### config.mk
export PLATFORM = sky130hd
export DESIGN_NAME = spi_master_arb
export DESIGN_NICKNAME = d
export VERILOG_FILES = /design/src/rtl/spi_pkg.sv /design/src/rtl/spi_clk_tick.sv /design/src/rtl/spi_master_arb.sv
export SDC_FILE = /design/constraint.sdc
export NUM_CORES = 1
export LEC_CHECK = 0
export CORE_MARGIN = 1.5
export CORE_UTILIZATION = 48
export CTS_CLUSTER_DIAMETER = 150
export DETAILED_ROUTE_END_ITERATION = 8
export PLACE_DENSITY = 0.76
export RECOVER_POWER = 25
export SYNTH_ARGS = -nofsm -noshare
export SYNTH_HDL_FRONTEND = slang
export SYNTH_SLANG_ARGS = --single-unit
### constraint.sdc
create_clock -name clk -period 1.7 [get_ports clk]
set_input_delay 0.51 -clock clk [delete_from_list [all_inputs] [get_ports clk]]
set_output_delay 0.51 -clock clk [all_outputs]
set_load 0.02 [all_outputs]
### src/rtl/spi_pkg.sv
// Shared types and constants for the two-requester SPI master.
package spi_pkg;

    localparam int BITS = 8;

    localparam logic REQ0 = 1'b0;
    localparam logic REQ1 = 1'b1;

    typedef enum logic [2:0] {
        IDLE,
        SETUP,
        SHIFT,
        HOLD,
        GAP
    } state_t;

endpackage

### src/rtl/spi_clk_tick.sv
// sclk half-period divider: pulses tick every CLK_DIV enabled cycles, held at zero while disabled.
module spi_clk_tick #(
    parameter int CLK_DIV = 4
) (
    input  logic clk,
    input  logic rst_n,
    input  logic en,
    output logic tick
);

    logic [7:0] div;

    assign tick = en && (div == 8'(CLK_DIV - 1));

    always_ff @(posedge clk or negedge rst_n) begin
        if (!rst_n) begin
            div <= '0;
        end else if (!en || tick) begin
            div <= '0;
        end else begin
            div <= div + 8'd1;
        end
    end

endmodule

### src/rtl/spi_master_arb.sv
// Round-robin arbiter in front of a single SPI master; one 8-bit frame per grant, MSB first.
module spi_master_arb
    import spi_pkg::*;
#(
    parameter int CLK_DIV = 4
) (
    input  logic            clk,
    input  logic            rst_n,
    input  logic            req0,
    input  logic [BITS-1:0] tx0,
    output logic            gnt0,
    input  logic            req1,
    input  logic [BITS-1:0] tx1,
    output logic            gnt1,
    output logic            done,
    output logic            done_id,
    output logic [BITS-1:0] rx_dat,
    output logic            busy,
    output logic            sclk,
    output logic            mosi,
    output logic            cs,
    input  logic            miso
);

    localparam logic [3:0] LAST_BIT = 4'(BITS);

    state_t          state, state_nx;
    logic            tick;
    logic            pick;
    logic            last_grant, last_grant_nx;
    logic            gid, gid_nx;
    logic [BITS-1:0] tx_sr, tx_sr_nx;
    logic [BITS-1:0] rx_shift, rx_shift_nx;
    logic [BITS-1:0] rx_dat_nx;
    logic [3:0]      bit_cnt, bit_cnt_nx;
    logic            sclk_nx, mosi_nx, cs_nx, busy_nx;
    logic            gnt0_nx, gnt1_nx, done_nx, done_id_nx;

    spi_clk_tick #(.CLK_DIV(CLK_DIV)) u_tick (
        .clk   (clk),
        .rst_n (rst_n),
        .en    (state != IDLE),
        .tick  (tick)
    );

    // On contention the requester that was not served last wins.
    assign pick = (req0 && req1) ? ~last_grant : req1;

    always_comb begin
        state_nx      = state;
        last_grant_nx = last_grant;
        gid_nx        = gid;
        tx_sr_nx      = tx_sr;
        rx_shift_nx   = rx_shift;
        rx_dat_nx     = rx_dat;
        bit_cnt_nx    = bit_cnt;
        sclk_nx       = sclk;
        mosi_nx       = mosi;
        cs_nx         = cs;
        busy_nx       = busy;
        done_id_nx    = done_id;
        gnt0_nx       = 1'b0;
        gnt1_nx       = 1'b0;
        done_nx       = 1'b0;

        case (state)
            IDLE: begin
                if (req0 || req1) begin
                    gnt0_nx       = (pick == REQ0);
                    gnt1_nx       = (pick == REQ1);
                    gid_nx        = pick;
                    last_grant_nx = pick;
                    tx_sr_nx      = (pick == REQ1) ? tx1 : tx0;
                    mosi_nx       = tx_sr_nx[BITS-1];
                    busy_nx       = 1'b1;
                    cs_nx         = 1'b0;
                    bit_cnt_nx    = '0;
                    state_nx      = SETUP;
                end
            end
            SETUP: begin
                if (tick) begin
                    sclk_nx  = 1'b1;
                    state_nx = SHIFT;
                end
            end
            SHIFT: begin
                if (tick) begin
                    if (sclk) begin
                        sclk_nx     = 1'b0;
                        rx_shift_nx = {rx_shift[BITS-2:0], miso};
                        if (bit_cnt < LAST_BIT) bit_cnt_nx = bit_cnt + 4'd1;
                    end else if (bit_cnt == LAST_BIT) begin
                        // The would-be rising edge after the last bit is spent low.
                        state_nx = HOLD;
                    end else begin
                        sclk_nx  = 1'b1;
                        tx_sr_nx = {tx_sr[BITS-2:0], 1'b0};
                        mosi_nx  = tx_sr[BITS-2];
                    end
                end
            end
            HOLD: begin
                if (tick) begin
                    cs_nx      = 1'b1;
                    mosi_nx    = 1'b0;
                    rx_dat_nx  = rx_shift;
                    done_nx    = 1'b1;
                    done_id_nx = gid;
                    state_nx   = GAP;
                end
            end
            GAP: begin
                if (tick) begin
                    busy_nx  = 1'b0;
                    state_nx = IDLE;
                end
            end
            default: state_nx = IDLE;
        endcase
    end

    always_ff @(posedge clk or negedge rst_n) begin
        if (!rst_n) begin
            state      <= IDLE;
            last_grant <= REQ1;
            gid        <= REQ0;
            tx_sr      <= '0;
            rx_shift   <= '0;
            rx_dat     <= '0;
            bit_cnt    <= '0;
            sclk       <= 1'b0;
            mosi       <= 1'b0;
            cs         <= 1'b1;
            busy       <= 1'b0;
            gnt0       <= 1'b0;
            gnt1       <= 1'b0;
            done       <= 1'b0;
            done_id    <= 1'b0;
        end else begin
            state      <= state_nx;
            last_grant <= last_grant_nx;
            gid        <= gid_nx;
            tx_sr      <= tx_sr_nx;
            rx_shift   <= rx_shift_nx;
            rx_dat     <= rx_dat_nx;
            bit_cnt    <= bit_cnt_nx;
            sclk       <= sclk_nx;
            mosi       <= mosi_nx;
            cs         <= cs_nx;
            busy       <= busy_nx;
            gnt0       <= gnt0_nx;
            gnt1       <= gnt1_nx;
            done       <= done_nx;
            done_id    <= done_id_nx;
        end
    end

endmodule

==> metrics.md <==
| Metric | Value |
|---|---|
| CP startpoint | u_tick.div[5] |
| Setup WS post-layout | -0.0114 ns |
| Post-synth EDFFs | 0 |
| CP arrival | 1.91 ns |
| Worst EP required | 1.89 ns |
| Async SR Flop Fraction | 1.00 |
| GRT Residual Overflow | 0 |
| Synth warnings | 0 |
| Clock transition at the registers of the reported paths | roughly 0.090 ns |
| Routed vias | between 1,500 and 2,000 |
| Combinational Power Share | 0.418 |
| Mean routed wirelength per cell | 15.0 um |
| Register area | 1200 um^2 |
| DP HPWL | 3.30 mm |
| Headroom to the max-slew limit | 0.369 |
| Min Clock Period, post-route | 1.71 ns |
| Core area | around 4500 um^2 |
| Max Buffers Root-to-Sink | 2 |
| Final slew viol count | 0 |
| Num CTS Buffers | 5 |
| Post-synthesis to final-layout area growth | 36.4% |
| Synth top area cells | dfrtp_1, mux2_2, mux2_4, mux2i_1, nor2_1 |
| Final worst-path cycle share | 1.01 |
| CTS root buf | clkbuf_8 |
| Post-synth top area share | 0.504 |
| # port buffers | 36 |
| Syn_nets | between 200 and 250 |
| Worst hold-check path type | in -> async |
| Cell internal pwr | 2.78 mW |
| First-pass GRT wire length | 8.17 mm |
| FILL cells | 320 |
| Share of cells above drive strength 1 | 0.342 |
| Leak | 1.51 nW |
| Total Die Area | 5190 um^2 |
| Sink Count | 48 |
| Row cnt | 24 |
| PwrDens | 1360 nW/um^2 |
| Area leader, netlist | dfrtp_1 |
| Crit path launch type | flop |
| Seq/Total Area, Yosys | 0.527 |
| F_max | 0.584 GHz |
| Mean post-synth cell area | around 12 um^2 |
| Mapped Area | between 2000 and 2500 um^2 |
| Post-synth top flop | dfrtp_1 |
| Post-Layout Cell Count | 318 |
| Crit path max-delay cell type | dfrtp_2 |
| Switching power share of the total | 0.344 |
| CTS tree | done |
| Nets | 289 |
| Initial antenna violation count | 0 |
| CTS H-tree depth | 2 |
| Launch point of the worst reg-to-reg path | u_tick.div[5] |
| Endpoints failing setup | 7 |
| FF-to-FF path depth | 5 |
| Syn Inst Count | 191 |
| Final Hold Viols | 0 |
| DR pass1 iterations | 4 |
| Max Clock Skew | 0.00527 ns |
| Largest net degree at the start of global routing | 25 |
| Worst-Skew Late Latency | 0.31 ns |
| Initial Util | 0.511 |
| Total track usage | 0.207 |
| Clock power frac | 0.194 |
| Power Total | ~4.2 mW |
| Ant diodes | 0 |
| Seq cells post-synth | 48 |
| Placed insts | 303 |
| RSZ-0062 raised after global routing | yes |
| Vias per Instance | 5.25 |
| Placer Congestion | 0.805 |
| Crit path capture type | flop |
| Sw Pwr | between 1 and 1.5 mW |
| Area of the multi-input gates | around 1100 um^2 |
| Die Y | about 72 um |
| Distinct cell type count after synthesis | 42 |
| Critical-path cell list | nor4_4 > buf_4 > and2_4 > nand3_4 > mux2_4 |
| Iteration-0 DRC Markers | 66 |
| Die Wd | 72.0 um |
| Outcome | finished, violations left |
| Vias in the first global route | 1,753 |
| Worst VDD drop | about 0.00072 V |
| Post-Route Utilization | 0.697 |
| Final antenna-violating net count | 0 |
| # hold bufs at CTS | 0 |
| Max Cap Viol | 0 |
| CP max stage delay | 0.45 ns |
| Drt total wl | between 4 and 5 mm |
| Slew @ Worst Pin | 0.947 ns |
| CP max FO | 6 |
| Num ports | 37 |
| Failing checks | negative setup slack |
| Kind of critical path | reg -> reg |
| Part of the power in registers | 0.387 |
| # DRC | 0 |
metal layers:
metal	up-vias	track usage	wire length, um
met2	42	0.338	2290
met5	-	0	0
met1	800	0.269	2200
met3	8	0.0486	197
li1	820	-	-
met4	0	0.0797	94
cell families (layout without fill, tap and decap cells):
family	after synthesis	after routing	share of synthesized area
simple gates	60	61	0.151
flops	48	48	0.527
mux	35	35	0.178
compound gates	26	26	0.0690
buf+inv	12	86	0.0317
xor+xnor	7	7	0.0268
fa+ha+maj	3	3	0.0164
power groups by stage:
stage / Sequential, mW / Combinational [mW] / Clock, mW
6_report: 1.65 / 1.78 / 0.824
5_1_grt: 1.68 / 1.95 / 0.876
4_1_cts: 1.64 / 1.71 / 0.839
3_5_place_dp: 1.65 / 1.64 / 0
3_3_place_gp: 1.65 / 1.58 / 0
2_1_floorplan: 1.75 / 0.855 / 0
repair_timing:
item | CTS | global route
setup buffers | 3 | 1
endpoints found under the setup margin | 43 | 29
gates resized for setup | 31 | 8
gates cloned | 3 | 0
pin swaps | 0 | 3
sequential cells by signal, indices dropped and copies added (netlist names), 3 cells and up:
name and flops:
bit_cnt 4, rx_dat 8, rx_shift 8, state 3, tx_sr 7, u_tick.div 8
area by class of cell:
| class | instances | share of cell area |
|---|---|---|
| tap | 52 | 0.0209 |
| inverter | 5 | 0.00602 |
| timing repair buffer | 73 | 0.199 |
| sequential | 48 | 0.386 |
| multi-input combinational | 132 | 0.352 |
| clock buffer | 5 | 0.0221 |
| clock inverter | 3 | 0.0136 |
worst max-delay path: cells and delay by family (launching register included):
kind                   cells  cell delay, ns
and+or+nand+nor            3            0.61
buffers and inverters      1            0.19
muxes                      1            0.34
DFF                        1            0.45
layout by cell type, fill, tap and decap left out, types with 3 or more instances in the layout:
cell             synthesis  layout
a21oi_1                  6       6
mux2i_1                 10      10
mux2_2                  18      17
xor2_1                   6       6
o21ai_0                 10      10
nor2_1                  17      16
mux2_4                   7       8
and3_1                   3       3
dlygate4sd2_1            0      17
clkbuf_8                 0       5
nand2_1                 13      12
buf_4                    1      31
nand3_1                  9       9
inv_1                    5       5
clkdlybuf4s50_1          0      17
dfrtp_1                 46      45
buf_6                    3       4
synth_stat cells, drive strengths merged, types with 2 or more instances:
cell	count
a311oi	2
a21oi	6
o21a	2
inv	5
and3	3
mux2i	10
ha	3
and2	2
nand3	10
nor3b	2
mux2	25
or3	2
dfstp	2
buf	5
nor3	3
dfrtp	46
nor2	17
o21ai	10
xor2	6
clkbuf	2
nand2	13
final timing paths:
path                                   to  slack (ns)
worst max-delay path            rx_dat[5]       -0.01
worst min-delay path             tx_sr[0]        0.32
worst max register to register  rx_dat[5]       -0.01
worst min register to register         cs        0.47
max in group asynchronous       rx_dat[3]        0.27
min in group clk                       cs        0.47
metrics by stage:
stage | area, um^2 | hold slack, ns | setup WS, ns | setup TNS [ns]
global route | 3120 | 0.394 | -0.0832 | -0.623
global placement | 2910 | 0.457 | -0.455 | -4.13
floorplan | 2300 | 0.214 | -0.00972 | -0.0680
finish | 3120 | 0.321 | -0.0114 | -0.0637
CTS | 3100 | 0.128 | -0.0439 | -0.102
detailed placement | 2910 | 0.463 | -0.490 | -4.91
(Power assumes the default switching activity.)
